**config.mk**
```make
export PLATFORM = sky130hd
export DESIGN_NAME = bcd_clock_editor
export DESIGN_NICKNAME = d
export VERILOG_FILES = /design/src/rtl/clock_editor_pkg.sv /design/src/rtl/bcd_time_counter.sv /design/src/rtl/bcd_clock_editor.sv
export SDC_FILE = /design/constraint.sdc
export NUM_CORES = 1
export LEC_CHECK = 0
export ABC_AREA = 1
export CAP_MARGIN = 30
export CORE_ASPECT_RATIO = 1.2
export CORE_MARGIN = 4
export CORE_UTILIZATION = 30
export CTS_CLUSTER_SIZE = 10
export DETAILED_ROUTE_END_ITERATION = 10
export GPL_TIMING_DRIVEN = 1
export HOLD_SLACK_MARGIN = 0.03
export PLACE_DENSITY = 0.54
export SLEW_MARGIN = 5
export SYNTH_ARGS = -nofsm -noshare
export SYNTH_HDL_FRONTEND = slang
export SYNTH_SLANG_ARGS = --single-unit
```
**constraint.sdc**
```tcl
create_clock -name clk -period 3.8 [get_ports clk]
set_clock_uncertainty 0.05 [all_clocks]
set_input_delay 0.38 -clock clk [delete_from_list [all_inputs] [get_ports clk]]
set_output_delay 0.38 -clock clk [all_outputs]
set_load 0.05 [all_outputs]
```
**src/rtl/clock_editor_pkg.sv**
```systemverilog
// Shared types and digit rules for the BCD time-of-day editor.
// Digit indices run from seconds units (0) up to hours tens (5).
package clock_editor_pkg;

  typedef enum logic {
    ST_RUN  = 1'b0,
    ST_EDIT = 1'b1
  } state_t;

  localparam logic [2:0] DIG_SU = 3'd0;
  localparam logic [2:0] DIG_ST = 3'd1;
  localparam logic [2:0] DIG_MU = 3'd2;
  localparam logic [2:0] DIG_MT = 3'd3;
  localparam logic [2:0] DIG_HU = 3'd4;
  localparam logic [2:0] DIG_HT = 3'd5;

  localparam logic [3:0] LIM_SU     = 4'd9;
  localparam logic [3:0] LIM_ST     = 4'd5;
  localparam logic [3:0] LIM_MU     = 4'd9;
  localparam logic [3:0] LIM_MT     = 4'd5;
  localparam logic [3:0] LIM_HT     = 4'd2;
  localparam logic [3:0] LIM_HU_MAX = 4'd9;
  localparam logic [3:0] LIM_HU_23  = 4'd3;

  // Hours units may only reach 3 once hours tens is 2 (caps the day at 23).
  function automatic logic [3:0] hu_limit(input logic [3:0] ht);
    return (ht == LIM_HT) ? LIM_HU_23 : LIM_HU_MAX;
  endfunction

  function automatic logic [3:0] digit_limit(input logic [2:0] idx, input logic [3:0] ht);
    logic [3:0] lim;
    lim = LIM_SU;
    case (idx)
      DIG_SU:  lim = LIM_SU;
      DIG_ST:  lim = LIM_ST;
      DIG_MU:  lim = LIM_MU;
      DIG_MT:  lim = LIM_MT;
      DIG_HU:  lim = hu_limit(ht);
      DIG_HT:  lim = LIM_HT;
      default: lim = LIM_SU;
    endcase
    return lim;
  endfunction

endpackage

```
**src/rtl/bcd_time_counter.sv**
```systemverilog
// Six-digit BCD HH:MM:SS store: one-second carry chain in RUN,
// single-digit wrap-around increment (no carry) in EDIT.
module bcd_time_counter
  import clock_editor_pkg::*;
(
  input  logic        clk,
  input  logic        rst,
  input  logic        tick,
  input  logic        inc,
  input  logic [2:0]  sel,
  output logic [23:0] time_bcd,
  output logic [3:0]  ht_next
);

  logic [3:0] digit_reg  [6];
  logic [3:0] digit_next [6];
  logic [3:0] lim;

  always_comb begin
    for (int k = 0; k < 6; k++) begin
      digit_next[k] = digit_reg[k];
    end
    lim = LIM_SU;

    if (tick) begin
      if (digit_reg[DIG_SU] != LIM_SU) begin
        digit_next[DIG_SU] = digit_reg[DIG_SU] + 4'd1;
      end else begin
        digit_next[DIG_SU] = 4'd0;
        if (digit_reg[DIG_ST] != LIM_ST) begin
          digit_next[DIG_ST] = digit_reg[DIG_ST] + 4'd1;
        end else begin
          digit_next[DIG_ST] = 4'd0;
          if (digit_reg[DIG_MU] != LIM_MU) begin
            digit_next[DIG_MU] = digit_reg[DIG_MU] + 4'd1;
          end else begin
            digit_next[DIG_MU] = 4'd0;
            if (digit_reg[DIG_MT] != LIM_MT) begin
              digit_next[DIG_MT] = digit_reg[DIG_MT] + 4'd1;
            end else begin
              digit_next[DIG_MT] = 4'd0;
              // 23 rolls to 00; otherwise hours count as a plain two-digit BCD value
              if (digit_reg[DIG_HT] == LIM_HT && digit_reg[DIG_HU] == LIM_HU_23) begin
                digit_next[DIG_HU] = 4'd0;
                digit_next[DIG_HT] = 4'd0;
              end else if (digit_reg[DIG_HU] == LIM_HU_MAX) begin
                digit_next[DIG_HU] = 4'd0;
                digit_next[DIG_HT] = digit_reg[DIG_HT] + 4'd1;
              end else begin
                digit_next[DIG_HU] = digit_reg[DIG_HU] + 4'd1;
              end
            end
          end
        end
      end
    end else if (inc && sel <= DIG_HT) begin
      lim = digit_limit(sel, digit_reg[DIG_HT]);
      digit_next[sel] = (digit_reg[sel] >= lim) ? 4'd0 : digit_reg[sel] + 4'd1;
      if (sel == DIG_HT && digit_next[DIG_HT] == LIM_HT && digit_reg[DIG_HU] > LIM_HU_23) begin
        digit_next[DIG_HU] = LIM_HU_23;
      end
    end
  end

  always_ff @(posedge clk) begin
    if (rst) begin
      for (int k = 0; k < 6; k++) begin
        digit_reg[k] <= 4'd0;
      end
    end else begin
      for (int k = 0; k < 6; k++) begin
        digit_reg[k] <= digit_next[k];
      end
    end
  end

  genvar gi;
  generate
    for (gi = 0; gi < 6; gi++) begin : g_pack
      assign time_bcd[4*gi +: 4] = digit_reg[gi];
    end
  endgenerate

  assign ht_next = digit_next[DIG_HT];

endmodule

```
**src/rtl/bcd_clock_editor.sv**
```systemverilog
// Time-of-day controller feeding the six-digit display driver:
// prescaler, RUN/EDIT state machine, digit selection and registered outputs.
module bcd_clock_editor
  import clock_editor_pkg::*;
#(
  parameter int TICK_CNT = 50_000_000,
  parameter bit BLANK_LZ = 1'b0
) (
  input  logic        clk,
  input  logic        rst,
  input  logic        key_mode,
  input  logic        key_next,
  input  logic        key_inc,
  output logic [5:0]  enable,
  output logic [5:0]  twinkle,
  output logic [23:0] number_BCD,
  output logic        sec_pulse,
  output logic        edit_mode
);

  localparam int PW = $clog2(TICK_CNT);
  localparam logic [PW-1:0] PRESC_LAST = PW'(TICK_CNT - 1);
  localparam logic [5:0] ENABLE_RST = BLANK_LZ ? 6'h1F : 6'h3F;

  state_t        state_reg, state_next;
  logic [2:0]    sel_reg, sel_next;
  logic [PW-1:0] presc_reg, presc_next;
  logic          tick, inc_en;
  logic [3:0]    ht_next;
  logic [5:0]    twinkle_reg, twinkle_next;
  logic [5:0]    enable_reg, enable_next;
  logic          sec_pulse_reg;
  logic          edit_mode_reg;

  always_ff @(posedge clk) begin
    if (rst) begin
      state_reg <= ST_RUN;
      sel_reg   <= DIG_SU;
      presc_reg <= '0;
    end else begin
      state_reg <= state_next;
      sel_reg   <= sel_next;
      presc_reg <= presc_next;
    end
  end

  always_comb begin
    state_next = state_reg;
    sel_next   = sel_reg;
    presc_next = presc_reg;
    tick       = 1'b0;
    inc_en     = 1'b0;
    case (state_reg)
      ST_RUN: begin
        if (key_mode) begin
          state_next = ST_EDIT;
          sel_next   = DIG_SU;
          presc_next = '0;
        end else if (presc_reg == PRESC_LAST) begin
          presc_next = '0;
          tick       = 1'b1;
        end else begin
          presc_next = presc_reg + 1'b1;
        end
      end
      ST_EDIT: begin
        presc_next = '0;
        if (key_mode) begin
          state_next = ST_RUN;
        end else begin
          // Increment acts on the old selection even when next arrives together
          inc_en = key_inc;
          if (key_next) begin
            sel_next = (sel_reg == DIG_HT) ? DIG_SU : sel_reg + 3'd1;
          end
        end
      end
      default: begin
        state_next = ST_RUN;
      end
    endcase
  end

  bcd_time_counter u_time (
    .clk      (clk),
    .rst      (rst),
    .tick     (tick),
    .inc      (inc_en),
    .sel      (sel_reg),
    .time_bcd (number_BCD),
    .ht_next  (ht_next)
  );

  genvar gi;
  generate
    for (gi = 0; gi < 6; gi++) begin : g_twinkle
      assign twinkle_next[gi] = (state_next == ST_EDIT) && (sel_next == 3'(gi));
    end
  endgenerate

  assign enable_next = {~(BLANK_LZ && state_next == ST_RUN && ht_next == 4'd0), 5'h1F};

  always_ff @(posedge clk) begin
    if (rst) begin
      twinkle_reg   <= 6'h00;
      enable_reg    <= ENABLE_RST;
      sec_pulse_reg <= 1'b0;
      edit_mode_reg <= 1'b0;
    end else begin
      twinkle_reg   <= twinkle_next;
      enable_reg    <= enable_next;
      sec_pulse_reg <= tick;
      edit_mode_reg <= (state_next == ST_EDIT);
    end
  end

  assign twinkle   = twinkle_reg;
  assign enable    = enable_reg;
  assign sec_pulse = sec_pulse_reg;
  assign edit_mode = edit_mode_reg;

endmodule

```
==> results of run 1 <==
## logic make-up (layout without fill, tap and decap cells)
logic type	count (synthesis)	after routing	synth area share
AO/OA/AOI/OAI	110	110	0.1674
XOR/XNOR	11	11	0.02493
adder cells (fa/ha/maj)	9	9	0.02914
buffers and inverters	103	143	0.1078
flip-flops	61	61	0.3160
other	1	6	0.0009703
AND/OR/NAND/NOR	299	299	0.3538
## per-stage QoR
stage          cells  utilization  power, mW
2_1_floorplan    599            -     0.7495
3_3_place_gp     789       0.3494     0.7796
3_5_place_dp     789       0.3494     0.7799
4_1_cts          803       0.3690      1.497
5_1_grt          803       0.3690      1.530
6_report         803       0.3690      1.476
## where the power goes
part	switching, mW	total (mW)	internal [mW]
Clock	0.279	0.709	0.430
Combinational	0.0820	0.113	0.0315
Sequential	0.00674	0.653	0.646
Total	0.368	1.48	1.11
## layout by cell type, fill, tap and decap left out, types with 18 or more instances in the layout
master           instances
a21oi_1                 39
clkdlybuf4s50_1         36
dfxtp_1                 61
inv_1                   82
nand2_1                124
nand3_1                 35
nor2_1                  84
nor3_1                  18
o21ai_0                 41
## critical path: cells and delay by family (launching register included)
kind / cells / cell delay, ps
flip-flops: 1 / 470
AO/OA/AOI/OAI: 1 / 160
AND/OR/NAND/NOR: 16 / 1710
adder cells (fa/ha/maj): 1 / 300
buffers and inverters: 4 / 410
## routing by layer
metal / part of all wire / vias to the layer above
li1: - / 2015
met1: 0.41 / 1778
met2: 0.53 / 93
met3: 0.038 / 17
met4: 0.019 / 0
met5: 0 / -
## path summary, 6_finish.rpt
check | from | end | slack [ps] | cells after the start
hold / removal | presc_reg[0]$_SDFF_PP0_ | presc_reg[0]$_SDFF_PP0_ | 400 | 1
setup / recovery | sel_reg[0]$_SDFF_PP0_ | u_time.digit_reg[4][1]$_SDFFE_PP0P_ | 590 | 22
hold reg to reg | presc_reg[0]$_SDFF_PP0_ | presc_reg[0]$_SDFF_PP0_ | 400 | 1
setup reg to reg | sel_reg[0]$_SDFF_PP0_ | u_time.digit_reg[4][1]$_SDFFE_PP0P_ | 590 | 22
## final cells by class
class / count / share of cell area
multi-input combinational: 435 / 0.4825
sequential: 61 / 0.2624
timing repair buffer: 42 / 0.08710
inverter: 87 / 0.07070
clock buffer: 11 / 0.05000
tap: 164 / 0.04409
clock inverter: 3 / 0.003226
==> summary.txt, run 1 <==
Synthesis
  • Synth top cells by count: 124 x nand2_1, 84 x nor2_1, 82 x inv_1, 61 x dfxtp_1, 41 x o21ai_0
  • Count of flip-flops with a built-in enable after synthesis: 0
  • Sequential-to-total area share from yosys stat: 0.3160
  • Flip-flop and latch count after synthesis: 61
  • Warnings, synthesis: 0
  • Most frequent cell after synthesis: nand2_1
  • Gate Count Post-Synth: 594
  • Async set or reset register ratio after synthesis: 0
  • Largest cells by area after synthesis: dfxtp_1 32%, nand2_1 12%, nor2_1 8.2%
  • Synth Flop Type: dfxtp_1
  • Average size of a mapped cell: 6.507 µm²
  • Synthesized cell area: 3865 µm²
  • Count of different cell masters after synthesis: 49
  • Most area-hungry cell type in the Yosys netlist: dfxtp_1
  • Top-area cell type share of the netlist area: 0.3160

Critical path
  • Class of the most critical setup path: reg -> reg
  • Dominant cell type by count on the critical path: nor2_1
  • Crit path DAT: 3380 ps
  • Crit Path Max Fanout: 9
  • Worst stage delay on the critical path: 470 ps
  • Ordered list of cells on the worst path: inv_2 -> nor2_1 -> inv_1 -> nor2_1 -> buf_4 -> nor2_1 -> or2_2 -> ha_1 -> nand2_1 -> o21bai_1 -> nand3_1 -> inv_1 -> nand2_1 -> nand2_1 -> nand3_1 -> nand2_1 -> nor2_1 -> nand2_1 -> nand2_2 -> nand2_4 -> nor2_1 -> nor2_1
  • CP required: 3970 ps
  • CP Launch Type: register
  • Slowest cell on the critical path: dfxtp_1
  • Endpoint class of the critical path: register

Clock network
  • Worst-Skew Late Latency: 330 ps
  • Number of hold buffers added after CTS: 0
  • CTS tree: yes
  • Inserted Clock Buffers: 9
  • Maximum clock path buffer count: 2
  • Post_cts resized: 0
  • Root Buffer: clkbuf_16
  • Count of buffers added by post-CTS timing repair for setup: 0
  • Count of H-tree levels built during CTS: 3
  • Clock tree sinks: 61
  • Clock input transition at the sequential cells of the worst setup and hold paths: 50 ps

Global route
  • First-pass GRT wire length: 18,000 µm
  • GR Layer Usage met3: 0.02801
  • Via count of the first global-routing pass: 3,770
  • GRT busiest layer: met2
  • Largest net degree at the start of global routing: 23
  • Aggregate global routing overflow: 0
  • GR met2 Demand/Resource: 0.2753
  • Number of antenna violations at the first check in global routing: 0
  • Met1 Use GR: 0.1672
  • Total global routing track utilization: 0.1481

Run
  • MaxCap Viol Count: 0

Finish
  • Area of the multi-input gates: 2246 µm²
  • Signed area change from the synthesized netlist to the final layout: 20.43%
  • Final-stage net count: 650
  • Layout cells sized above 1: 0.08138
  • Area of all placed cells without fillers: 4654 µm²
  • Sequential standard cell area: 1221 µm²
  • Diode insertion count for antenna repair: 0
  • Flip-flop count of the largest register after layout: 26
  • Fillcell total: 1,360

STA
  • Slack of the critical path: 594.2 ps
  • Final setup violation count: 0
  • Final number of max-transition violations: 0
  • Final period demand of the worst path: 3206 ps
  • Hold slack final: 395.2 ps
  • Max transition margin: 0.5525
  • Accumulated negative setup slack: 0 ps
  • Unrepaired setup endpoints after global routing: no
  • Achievable clock frequency: 0.3119 GHz
  • Actual slew at the worst max-slew pin: 670.5 ps
  • Final worst-path cycle share: 0.8436
  • Final Hold Vio Count: 0

Power
  • Power density of the placed cells: 317.0 nW/µm²
  • IR drop worst, VDD: 0.1335 mV
  • Static leakage: 1.883 nW

Drt
  • Violation count after the first detailed-route iteration: 178
  • Detailed-routing iteration count for the pre-antenna-repair pass: 7
  • Count of antenna-violating nets left after detailed routing: 0
  • Total wire length after detailed routing: 10,800 µm
  • Detailed-route vias per instance: 4.861
  • Via Count: 3,903
  • Routed WL per cell: 13.45 µm
  • DRC Markers: 0

Place
  • Setup WS pre-CTS: 646.8 ps
  • Placed wire-length estimate: 8603 µm
  • Port bufs: 36
  • Weighted congestion at the end of routability-driven global placement: 0.9440
  • Total placed instance area: 4407 µm²

Die
  • I/O pin cnt: 43
  • Die area: 14,770 µm²
  • Floorplan Core Area: 12,610 µm²
  • Die height: 132.3 µm
  • Number of cell rows: 45
  • Width of the chip: 111.6 µm
  • Effective utilization at floorplan: 0.3064

Worst hold path
  • Class of the tightest hold or removal check: reg -> reg

Outcome
  • Result of the run: finished clean
Note: power is estimated with default switching activity, not from simulation.
==> inputs of run 2 (changes only) <==
--- a/config.mk
+++ b/config.mk
@@ -14,7 +14,7 @@
 export DETAILED_ROUTE_END_ITERATION = 10
 export GPL_TIMING_DRIVEN = 1
 export HOLD_SLACK_MARGIN = 0.03
-export PLACE_DENSITY = 0.54
+export PLACE_DENSITY = 0.56
 export SLEW_MARGIN = 5
 export SYNTH_ARGS = -nofsm -noshare
 export SYNTH_HDL_FRONTEND = slang
==> constraint.sdc (replaced) <==
create_clock -name clk -period 2.8 [get_ports clk]
set_clock_uncertainty 0.05 [all_clocks]
set_input_delay 0.28 -clock clk [delete_from_list [all_inputs] [get_ports clk]]
set_output_delay 0.28 -clock clk [all_outputs]
set_load 0.05 [all_outputs]
==> summary.txt, run 2 (synthesized netlist as in run 1, its figures left out) <==
Outcome
  • Result of the run: finished clean

Worst hold path
  • Class of the tightest hold or removal check: reg -> reg
  • Startpoint of the tightest hold check path: presc_reg[0]$_SDFF_PP0_
  • Hold Path Stages: 1
  • End of the worst hold path: presc_reg[0]$_SDFF_PP0_

Drt
  • Detailed-route vias per instance: 4.949
  • Violation count after the first detailed-route iteration: 205
  • Detailed-routing iteration count for the pre-antenna-repair pass: 5
  • Via Count: 4,088
  • Routed WL per cell: 13.12 µm
  • Total wire length after detailed routing: 10,840 µm
  • Count of antenna-violating nets left after detailed routing: 0
  • DRC Markers: 0

Critical path
  • Launch point of the critical path: sel_reg[2]$_SDFF_PP0_
  • Crit path DAT: 2870 ps
  • CP required: 2980 ps
  • Depth of the worst register-to-register path: 20
  • R2r setup slk: 110 ps
  • Crit Path Max Fanout: 8
  • Critical path buffers and inverters: 3
  • Endpoint class of the critical path: register
  • Class of the most critical setup path: reg -> reg
  • Worst stage delay on the critical path: 330 ps
  • Slowest cell on the critical path: dfxtp_2
  • Family with the most delay on the worst path: simple AND/OR/NAND/NOR gates
  • CP Launch Type: register
  • Endpoint of the worst register-to-register path: u_time.digit_reg[4][1]$_SDFFE_PP0P_
  • Crit Reg-Reg Startpoint: sel_reg[2]$_SDFF_PP0_
  • Dominant cell type by count on the critical path: nand2_1
  • Ordered list of cells on the worst path: clkinvlp_4 -> buf_4 -> ha_1 -> nor2_1 -> or2_4 -> ha_4 -> nand2_1 -> o21bai_1 -> nand3_1 -> inv_2 -> nand3_2 -> nand2_1 -> nand2_1 -> nand2_1 -> nor2_1 -> nand2_1 -> nand2_2 -> nand2_4 -> nor2_1 -> nor2_1

Finish
  • Signed area change from the synthesized netlist to the final layout: 29.17%
  • Leading cell types in the layout, fill and taps excluded: 116 x nand2_1, 76 x inv_1, 75 x nor2_1
  • Most common cell after layout, fill and taps aside: nand2_1
  • Final-stage net count: 671
  • Diode insertion count for antenna repair: 0
  • Layout cells sized above 1: 0.1692
  • Final cell count without fillers: 826
  • Flip-flop count of the largest register after layout: 26
  • Util after Layout: 0.3958

STA
  • Final Hold Vio Count: 0
  • Final setup violation count: 0
  • Max transition margin: 0.5962
  • Achievable clock frequency: 0.3712 GHz
  • Final number of max-transition violations: 0
  • Actual slew at the worst max-slew pin: 605.1 ps
  • Unrepaired setup endpoints after global routing: yes
  • Final period demand of the worst path: 2694 ps
  • Slack of the critical path: 106.2 ps
  • Accumulated negative setup slack: 0 ps
  • Final worst-path cycle share: 0.9621

Place
  • Placed wire-length estimate: 8344 µm
  • Weighted congestion at the end of routability-driven global placement: 0.9105
  • Total instance count after detailed placement: 801
  • Setup WS pre-CTS: 4.429 ps
  • Port bufs: 36

Global route
  • Aggregate global routing overflow: 0
  • First-pass GRT wire length: 17,760 µm
  • Via count of the first global-routing pass: 3,755
  • Number of antenna violations at the first check in global routing: 0
  • Total global routing track utilization: 0.1462
  • Largest net degree at the start of global routing: 23

Die
  • Floorplan Core Area: 12,610 µm²
  • I/O pin cnt: 43
  • Width of the chip: 111.6 µm
  • Die height: 132.3 µm
  • Die area: 14,770 µm²
  • Number of cell rows: 45
  • Effective utilization at floorplan: 0.3064

Clock network
  • CTS tree: yes
  • Clock tree sinks: 61
  • Maximum clock path buffer count: 2
  • Root Buffer: clkbuf_16
  • Number of hold buffers added after CTS: 0
  • Count of H-tree levels built during CTS: 3
  • Worst-Skew Late Latency: 330 ps
  • Inserted Clock Buffers: 9
  • Clock input transition at the sequential cells of the worst setup and hold paths: 60 ps

Power
  • Power share of the clock group: 0.490
  • Switch share: 0.2622
  • P_sw: 0.5411 mW
  • IR drop worst, VDD: 0.2638 mV
  • Sequential share of power: 0.428
  • Final Power: 2.063 mW
  • Static leakage: 2.012 nW
  • Power density of the placed cells: 413.3 nW/µm²
  • Internal power: 1.522 mW
  • Combinational Power Share: 0.082

Run
  • MaxCap Viol Count: 0
==> run 2: cell count changes in the layout (fill, tap and decap cells not counted), sizes merged <==
cell	delta
buf	+21
clkbuf	-1
clkinv	+2
clkinvlp	+2
inv	-1
==> run 2: layout make-up <==
class / count / area [µm²]
fillers: 1317 / 7620
multi-input cells: 435 / 2380
flip-flops and latches: 61 / 1231
repair buffers: 63 / 574.3
inverters: 87 / 332.8
clock buffers: 10 / 229.0
well taps: 164 / 205.2
clock inverters: 6 / 40.04
==> run 2: worst max-delay path by stage <==
| stage | to | slack, ps | depth (start not counted) |
|---|---|---|---|
| floorplan | u_time.digit_reg[4][0]$_SDFFE_PP0P_ | 70 | 22 |
| global placement | u_time.digit_reg[4][1]$_SDFFE_PP0P_ | 90 | 23 |
| detailed placement | u_time.digit_reg[4][1]$_SDFFE_PP0P_ | 4 | 21 |
| CTS | u_time.digit_reg[4][1]$_SDFFE_PP0P_ | 10 | 22 |
| global route | u_time.digit_reg[4][0]$_SDFFE_PP0P_ | -100 | 21 |
| finish | u_time.digit_reg[4][1]$_SDFFE_PP0P_ | 110 | 20 |
==> run 2: repair_timing <==
| item | CTS | global route |
|---|---|---|
| pin swaps | 0 | 18 |
| cloned | 0 | 0 |
| resized for setup | 1 | 51 |
| setup endpoints to repair | 2 | 20 |
| buffers inserted | 0 | 9 |
==> run 2: routing by layer <==
metal  part of all wire  up-vias  GRT usage  routed length (µm)
li1                   -     2061          -                   -
met1               0.40     1911     0.1650                4300
met2               0.54       99     0.2649                5826
met3              0.044       17    0.03581                 481
met4              0.021        0    0.05409                 228
met5                  0        -          0                   0
==> run 2: stage by stage <==
step,hold slack [ps],instance area (µm²)
after floorplan,367.5,3884
after global placement,377.6,4497
after detailed placement,391.6,4497
after CTS,401.4,4767
after global routing,428.3,4992
final,401.8,4992
==> run 2: power groups by stage <==
| stage | clock network [mW] | registers, mW | logic, mW |
|---|---|---|---|
| after detailed placement | 0 | 0.903 | 0.159 |
| after global routing | 1.08 | 0.884 | 0.184 |
| after floorplan | 0 | 0.922 | 0.0952 |
| after global placement | 0 | 0.903 | 0.158 |
| final | 1.01 | 0.883 | 0.169 |
| after CTS | 1.03 | 0.884 | 0.159 |
